## src/rtl/lcd_bus_cycle_pkg.sv

```systemverilog
// Shared HD44780 definitions: bus-cycle state encoding, R/W codes and timing limits.
// The command sequencer imports this package as well.
package lcd_pkg;

    typedef enum logic [2:0] {
        ST_IDLE  = 3'd0,
        ST_SETUP = 3'd1,
        ST_EHIGH = 3'd2,
        ST_HOLD  = 3'd3,
        ST_DONE  = 3'd4
    } lcd_state_e;

    localparam logic LCD_WR       = 1'b0;
    localparam logic LCD_RD       = 1'b1;
    localparam int   LCD_BUSY_BIT = 7;
    localparam int   T_MAX        = 15;

    // A timing parameter must fit the 4-bit tick counter and be non-zero.
    function automatic bit t_legal(int t);
        return (t >= 1) && (t <= T_MAX);
    endfunction

endpackage

```

## src/rtl/lcd_bus_cycle_if.sv

```systemverilog
// Request/response channel between the LCD command sequencer (master)
// and the bus-cycle engine (slave).
interface lcd_bus_cycle_if;
    logic       start;
    logic       rs_in;
    logic       rw_in;
    logic [7:0] data_in;
    logic       busy;
    logic       done;
    logic [7:0] rd_data;

    modport master (output start, rs_in, rw_in, data_in,
                    input  busy, done, rd_data);
    modport slave  (input  start, rs_in, rw_in, data_in,
                    output busy, done, rd_data);
endinterface

```

## src/rtl/lcd_tick_cnt.sv

```systemverilog
// Loadable 4-bit down-counter timing the SETUP/EHIGH/HOLD phases.
// Loading N makes 'expired' true on the Nth cycle after the load edge.
module lcd_tick_cnt (
    input  logic       clk_1ms,
    input  logic       reset,
    input  logic       load,
    input  logic [3:0] value,
    output logic       expired
);
    logic [3:0] cnt_q;

    // Count down to 1 and park there; a load always wins.
    always_ff @(posedge clk_1ms or negedge reset) begin
        if (!reset)             cnt_q <= 4'd0;
        else if (load)          cnt_q <= value;
        else if (cnt_q > 4'd1)  cnt_q <= cnt_q - 4'd1;
    end

    assign expired = (cnt_q == 4'd1);
endmodule

```

## src/rtl/lcd_bus_cycle.sv

```systemverilog
// HD44780 bus-cycle engine: one write or read per start request, 8-bit or
// 4-bit (high nibble first) pin interface, programmable setup/E-high/hold.
module lcd_bus_cycle
    import lcd_pkg::*;
#(
    parameter int DB_W    = 8,
    parameter int T_SETUP = 1,
    parameter int T_EHIGH = 2,
    parameter int T_HOLD  = 1
) (
    input  logic            clk_1ms,
    input  logic            reset,
    lcd_bus_cycle_if.slave  bus,
    output logic            E_out,
    output logic            RS_out,
    output logic            RW_out,
    output logic [DB_W-1:0] db_out,
    output logic            db_oe,
    input  logic [DB_W-1:0] db_in
);
    if (!(DB_W == 4 || DB_W == 8)) begin : g_bad_dbw
        $error("lcd_bus_cycle: DB_W must be 4 or 8");
    end
    if (!t_legal(T_SETUP) || !t_legal(T_EHIGH) || !t_legal(T_HOLD)) begin : g_bad_t
        $error("lcd_bus_cycle: T_SETUP/T_EHIGH/T_HOLD must be in 1..15");
    end

    lcd_state_e      state_q;
    logic            nib_q;
    logic            busy_q;
    logic            done_q;
    logic [7:0]      rd_q;
    logic [DB_W-1:0] lo_q;     // second chunk, only meaningful in 4-bit mode
    logic            cnt_load;
    logic [3:0]      cnt_val;
    logic            expired;

    assign bus.busy    = busy_q;
    assign bus.done    = done_q;
    assign bus.rd_data = rd_q;

    lcd_tick_cnt u_tick (
        .clk_1ms (clk_1ms),
        .reset   (reset),
        .load    (cnt_load),
        .value   (cnt_val),
        .expired (expired)
    );

    // Reload the tick counter on every timed-phase entry.
    always_comb begin
        cnt_load = 1'b0;
        cnt_val  = 4'(T_SETUP);
        case (state_q)
            ST_IDLE:  cnt_load = bus.start;
            ST_SETUP: begin cnt_load = expired; cnt_val = 4'(T_EHIGH); end
            ST_EHIGH: begin cnt_load = expired; cnt_val = 4'(T_HOLD);  end
            ST_HOLD:  cnt_load = expired && (DB_W == 4) && !nib_q;
            default:  ;
        endcase
    end

    // Cycle sequencer; all pin and handshake outputs are registered here.
    always_ff @(posedge clk_1ms or negedge reset) begin
        if (!reset) begin
            state_q <= ST_IDLE;
            nib_q   <= 1'b0;
            busy_q  <= 1'b0;
            done_q  <= 1'b0;
            rd_q    <= 8'h00;
            lo_q    <= '0;
            E_out   <= 1'b0;
            RS_out  <= 1'b0;
            RW_out  <= 1'b0;
            db_out  <= '0;
            db_oe   <= 1'b0;
        end else begin
            case (state_q)
                ST_IDLE: if (bus.start) begin
                    state_q <= ST_SETUP;
                    busy_q  <= 1'b1;
                    nib_q   <= 1'b0;
                    RS_out  <= bus.rs_in;
                    RW_out  <= bus.rw_in;
                    db_oe   <= ~bus.rw_in;
                    db_out  <= bus.data_in[7 -: DB_W];   // full byte or high nibble
                    lo_q    <= bus.data_in[DB_W-1:0];
                end
                ST_SETUP: if (expired) begin
                    state_q <= ST_EHIGH;
                    E_out   <= 1'b1;
                end
                ST_EHIGH: if (expired) begin
                    state_q <= ST_HOLD;
                    E_out   <= 1'b0;
                    if (RW_out == LCD_RD) begin
                        if (DB_W == 8)   rd_q      <= 8'(db_in);
                        else if (!nib_q) rd_q[7:4] <= db_in[3:0];
                        else             rd_q[3:0] <= db_in[3:0];
                    end
                end
                ST_HOLD: if (expired) begin
                    if ((DB_W == 4) && !nib_q) begin
                        state_q <= ST_SETUP;
                        nib_q   <= 1'b1;
                        db_out  <= lo_q;
                    end else begin
                        state_q <= ST_DONE;
                        done_q  <= 1'b1;
                        db_oe   <= 1'b0;
                    end
                end
                ST_DONE: begin
                    state_q <= ST_IDLE;
                    done_q  <= 1'b0;
                    busy_q  <= 1'b0;
                end
                default: state_q <= ST_IDLE;
            endcase
        end
    end
endmodule

```

## src/flat_wrapper.sv

```systemverilog
// flat-port wrapper written by rule: the top's interface ports become plain ports
module lcd_bus_cycle_flat import lcd_pkg::*;
#(
    parameter int DB_W    = 8,
    parameter int T_SETUP = 1,
    parameter int T_EHIGH = 2,
    parameter int T_HOLD  = 1
)
  (clk_1ms, reset, E_out, RS_out, RW_out, db_out, db_oe, db_in, bus_start, bus_rs_in, bus_rw_in, bus_data_in, bus_busy, bus_done, bus_rd_data);
  lcd_bus_cycle_if bus_i ();
  input  logic clk_1ms;
  input  logic reset;
  output logic E_out;
  output logic RS_out;
  output logic RW_out;
  output logic [DB_W-1:0] db_out;
  output logic db_oe;
  input  logic [DB_W-1:0] db_in;
  input wire logic [$bits(bus_i.start)-1:0] bus_start;
  input wire logic [$bits(bus_i.rs_in)-1:0] bus_rs_in;
  input wire logic [$bits(bus_i.rw_in)-1:0] bus_rw_in;
  input wire logic [$bits(bus_i.data_in)-1:0] bus_data_in;
  output wire logic [$bits(bus_i.busy)-1:0] bus_busy;
  output wire logic [$bits(bus_i.done)-1:0] bus_done;
  output wire logic [$bits(bus_i.rd_data)-1:0] bus_rd_data;
  assign bus_i.start = bus_start;
  assign bus_i.rs_in = bus_rs_in;
  assign bus_i.rw_in = bus_rw_in;
  assign bus_i.data_in = bus_data_in;
  assign bus_busy = bus_i.busy;
  assign bus_done = bus_i.done;
  assign bus_rd_data = bus_i.rd_data;
  lcd_bus_cycle #(.DB_W(DB_W), .T_SETUP(T_SETUP), .T_EHIGH(T_EHIGH), .T_HOLD(T_HOLD)) u_core (.clk_1ms(clk_1ms), .reset(reset), .bus(bus_i), .E_out(E_out), .RS_out(RS_out), .RW_out(RW_out), .db_out(db_out), .db_oe(db_oe), .db_in(db_in));
endmodule
```

## config.mk

```make
export PLATFORM = sky130hd
export DESIGN_NAME = lcd_bus_cycle_flat
export DESIGN_NICKNAME = d
export VERILOG_FILES = /design/src/rtl/lcd_bus_cycle_pkg.sv /design/src/rtl/lcd_bus_cycle_if.sv /design/src/rtl/lcd_tick_cnt.sv /design/src/rtl/lcd_bus_cycle.sv /design/src/flat_wrapper.sv
export SDC_FILE = /design/constraint.sdc
export NUM_CORES = 1
export LEC_CHECK = 0
export BUFFER_PORTS_ARGS = -buffer_cell sky130_fd_sc_hd__buf_2
export CAP_MARGIN = 20
export CELL_PAD_IN_SITES_DETAIL_PLACEMENT = 1
export CELL_PAD_IN_SITES_GLOBAL_PLACEMENT = 1
export CORE_MARGIN = 2
export CORE_UTILIZATION = 33
export DETAILED_ROUTE_END_ITERATION = 10
export PLACE_DENSITY_LB_ADDON = 0.1
export SLEW_MARGIN = 20
export SYNTH_ARGS = -nofsm -noshare
export SYNTH_HDL_FRONTEND = slang
export SYNTH_SLANG_ARGS = --single-unit
```

## constraint.sdc

```tcl
create_clock -name clk_1ms -period 1.5 [get_ports clk_1ms]
set_input_delay 0.3 -clock clk_1ms [delete_from_list [all_inputs] [get_ports clk_1ms]]
set_output_delay 0.3 -clock clk_1ms [all_outputs]
set_load 0.005 [all_outputs]
```

==> impl_metrics.py <==
metrics = {
    "setup_path": {
        "worstRegToRegCells": 6,
        "cp_data_required_time_ns": 1.66,
        "worstPathCellList": "inv_2, ha_4, nor4b_4, and2_4, nand3_4, mux2_2",
        "ff2ff_setup_slack_ns": -0.09,
        "kind_of_capture_point_of_the_worst_setup_path": "register",
        "r2r_end": "u_core.bus.rd_data[5]",
        "crit_path_max_incr_delay_ns": 0.39,
        "crit_path_top_delay_cell": "dfrtp_1",
        "critical_path_arrival_ns": 1.75,
        "worst_path_dominant_cell_family": "simple AND/OR/NAND/NOR gates",
        "path_class": "reg -> reg",
        "critPathBufInv": 1,
        "r2r_start": "u_core.u_tick.cnt_q[1]",
        "critical_path.max_fanout": 8,
        "timing.critical_path.from_type": "register",
    },
    "timing": {
        "timing.clock.skew_ns": 0.002285,
        "timing.fmax_ghz": 0.6292,
        "fin_crit_sh_pct": 106.0,
        "finalMaxSlewViolations": 0,
        "grt_setup_unrepaired": "true",
        "final.setup.tns_ns": -0.6884,
        "hold_ws_ns": 0.04895,
        "final_worst_path_period_need_ns": 1.589,
        "report.final.hold_viol_count": 0,
        "setup_viol_count_final": 10,
        "max_slew_margin_pct": 56.42,
        "final.setup.worst_slack_ns": -0.08929,
        "timing_worst_slew_pin_value_ns": 0.6537,
    },
    "die": {
        "floorplan.rows": 22,
        "die_w_um": 66.28,
        "die_h_um": 66.28,
        "initial_utilization_pct": 34.70,
        "count_of_boundary_i_o_pins": 43,
        "design.core.area_um2": 3689,
        "die-area_um2": 4393,
    },
    "grt": {
        "globalRouteOverflowTotal": 0,
        "grt_start_max_net_pins": 30,
        "grt_pass1_wl_mm": 5.595,
        "vias_in_the_first_global_route": 1189,
        "number_of_antenna_violations_at_the_first_check_in_global_routing": 0,
        "track_usage_pct": 17.38,
    },
    "flow_run": {
        "maxCapViolations": 0,
    },
    "drt": {
        "postRouteWirelength_mm": 3.555,
        "wl_per_cell_um": 15.19,
        "drt_first_iter_violations": 30,
        "dr_total_vias": 1097,
        "remaining_drc_errors": 0,
        "detail_route.first_pass.iterations": 4,
        "ant_nets": 0,
        "viasPerCell": 4.688,
    },
    "synth": {
        "synth.yosys.warnings": 0,
        "synth_simple_gate_area_share_pct": 20.63,
        "synth_top_family_by_area": "simple AND/OR/NAND/NOR gates",
        "syn-mean-instance-area_um2": 10.41,
        "compound_gate_portion_of_the_synthesized_area_pct": 6.843,
        "share_of_synthesized_cell_area_in_full_adder_half_adder_and_majority_cells_pct": 1.955,
        "synth.cell_area_um2": 1280,
        "syn_nets": 146,
        "synthCells": 123,
        "yosys.area_share.xor_xnor_pct": 2.053,
        "netlist-cell-type-count": 25,
        "synth-seq-cells": 29,
        "post_synth_mux_area_share_pct": 8.602,
        "synth_sequential_area_ratio_pct": 56.70,
    },
    "pwr": {
        "pwr_density_cell_nw_per_um2": 2228,
        "peakVddDrop_v": 0.0008666,
        "total_power_mw": 4.132,
        "power.static_leakage_nw": 0.9337,
    },
    "clock_tree": {
        "htreeDepth": 2,
        "cts_sinks": 29,
        "cts_root_cell": "clkbuf_8",
        "hold_buffers": 0,
        "clk_pin_slew_worst_paths_ns": 0.06,
        "tritoncts": "built",
        "cts_buffers": 5,
        "clk_latency_ns": 0.27,
        "ctsLongestPathBuffers": 2,
    },
    "placement": {
        "io_buffers": 42,
        "finalWeightedCongestion": 0.8028,
        "hpwl_mm": 2.410,
        "dpl_cell_area_um2": 1652,
        "place_worst_setup_slack_ns": -0.1400,
    },
    "final_layout": {
        "num-nets-final": 208,
        "drive_gt1_share_pct": 48.39,
        "postLayoutCellArea_um2": 1854,
        "ff_latch_area_um2": 728.2,
        "fill_cells": 443,
        "antenna_cells": 0,
        "area.growth.synth_to_final_pct": 44.87,
        "multi_input_area_um2": 588.1,
    },
    "worst_hold_path": {
        "min_path_type": "in -> async",
    },
    "run_status": {
        "failed_checks": "setup timing",
        "run_status": "finished, violations left",
    },
}
-- cell families after synthesis --
kind of cell / count (synthesis)
flip-flops: 29
buffers and inverters: 10
XOR/XNOR: 3
AO/OA/AOI/OAI: 15
AND/OR/NAND/NOR: 54
adder cells (fa/ha/maj): 2
multiplexers: 10
-- per-stage QoR --
step / cells / utilization (%)
floorplan: 123 / -
global placement: 222 / 44.78
detailed placement: 222 / 44.78
CTS: 232 / 49.25
global route: 234 / 50.27
finish: 234 / 50.27
-- state kept, by name, summed over array words and instances (netlist names) --
signal / count
u_core.state_q: 3
u_core.E_out: 1
u_core.bus.done: 1
u_core.db_out: 8
u_core.RS_out: 1
u_core.bus.busy: 1
u_core.bus.rd_data: 8
u_core.db_oe: 1
u_core.u_tick.cnt_q: 4
u_core.RW_out: 1
-- power breakdown --
group | internal [mW] | switching (mW) | total [mW]
Clock | 0.541 | 0.288 | 0.829
Sequential | 1.14 | 0.228 | 1.37
Combinational | 0.969 | 0.960 | 1.93
-- metal layers --
metal | up-vias | routed length, um | global-route usage (%)
li1 | 534 | - | -
met1 | 536 | 1410 | 20.59
met2 | 25 | 1972 | 30.25
met3 | 2 | 154 | 4.940
met4 | 0 | 19 | 5.357
met5 | - | 0 | 0
-- synthesized netlist by cell type --
cell       count  area share, %
nor4b_2        1            1.2
nand3b_1       1           0.59
nor2b_1        1           0.49
and3_1         3            1.5
o21ai_0        6            2.3
nand2b_1       1           0.49
dfrtp_1       29             57
nor3_1         3            1.2
inv_1          6            1.8
mux2i_1        2            1.6
nor2_1         7            2.1
nand2_1       33            9.7
a31oi_1        2           0.98
nand3_4        1            1.4
or4b_1         2            1.6
o2bb2ai_1      1           0.68
xnor2_1        3            2.1
clkbuf_1       1           0.29
buf_2          3            1.2
ha_1           2            2.0
a211oi_1       1           0.59
a21oi_1        4            1.6
o221ai_1       1           0.68
mux2_2         8            7.0
and2_2         1           0.59
-- cells in the final DEF (no fill, tap or decap), drive strengths merged --
| cell type | count |
|---|---|
| nand3b | 1 |
| bufinv | 1 |
| a211oi | 1 |
| mux2 | 8 |
| mux2i | 2 |
| dfrtp | 29 |
| and2 | 1 |
| o221ai | 1 |
| nand3 | 1 |
| nor3 | 3 |
| a21oi | 4 |
| inv | 6 |
| xnor2 | 3 |
| o21ai | 6 |
| nor2 | 7 |
| buf | 59 |
| nand2 | 33 |
| nor2b | 1 |
| or4b | 2 |
| nor4b | 1 |
| a31oi | 2 |
| and3 | 3 |
| nand2b | 1 |
| ha | 2 |
| clkbuf | 7 |
| o2bb2ai | 1 |
-- how the worst max path moves through the flow --
stage	start	depth (start not counted)	slack [ns]	endpoint
after floorplan	u_core.u_tick.cnt_q[1]	6	0.007	u_core.bus.rd_data[0]
after global placement	u_core.u_tick.cnt_q[0]	5	-0.06	u_core.bus.rd_data[1]
after detailed placement	u_core.u_tick.cnt_q[0]	5	-0.14	u_core.bus.rd_data[5]
after CTS	u_core.u_tick.cnt_q[1]	6	-0.10	u_core.bus.rd_data[5]
after global routing	u_core.u_tick.cnt_q[1]	6	-0.17	u_core.bus.rd_data[5]
final	u_core.u_tick.cnt_q[1]	6	-0.09	u_core.bus.rd_data[5]
-- area by class of cell --
cell class | count | area share [%]
repair buffers | 59 | 18.29
clock inverters | 1 | 1.619
flip-flops and latches | 29 | 39.27
clock buffers | 7 | 4.656
well taps | 48 | 3.239
inverters | 6 | 1.215
multi-input cells | 84 | 31.71
-- timing repair --
action | in CTS | in global routing
setup endpoints to repair | 13 | 23
cloned | 0 | 1
pin swaps | 2 | 3
buffers inserted | 2 | 1
gates resized for setup | 10 | 7
Note: power is estimated with default switching activity, not from simulation.
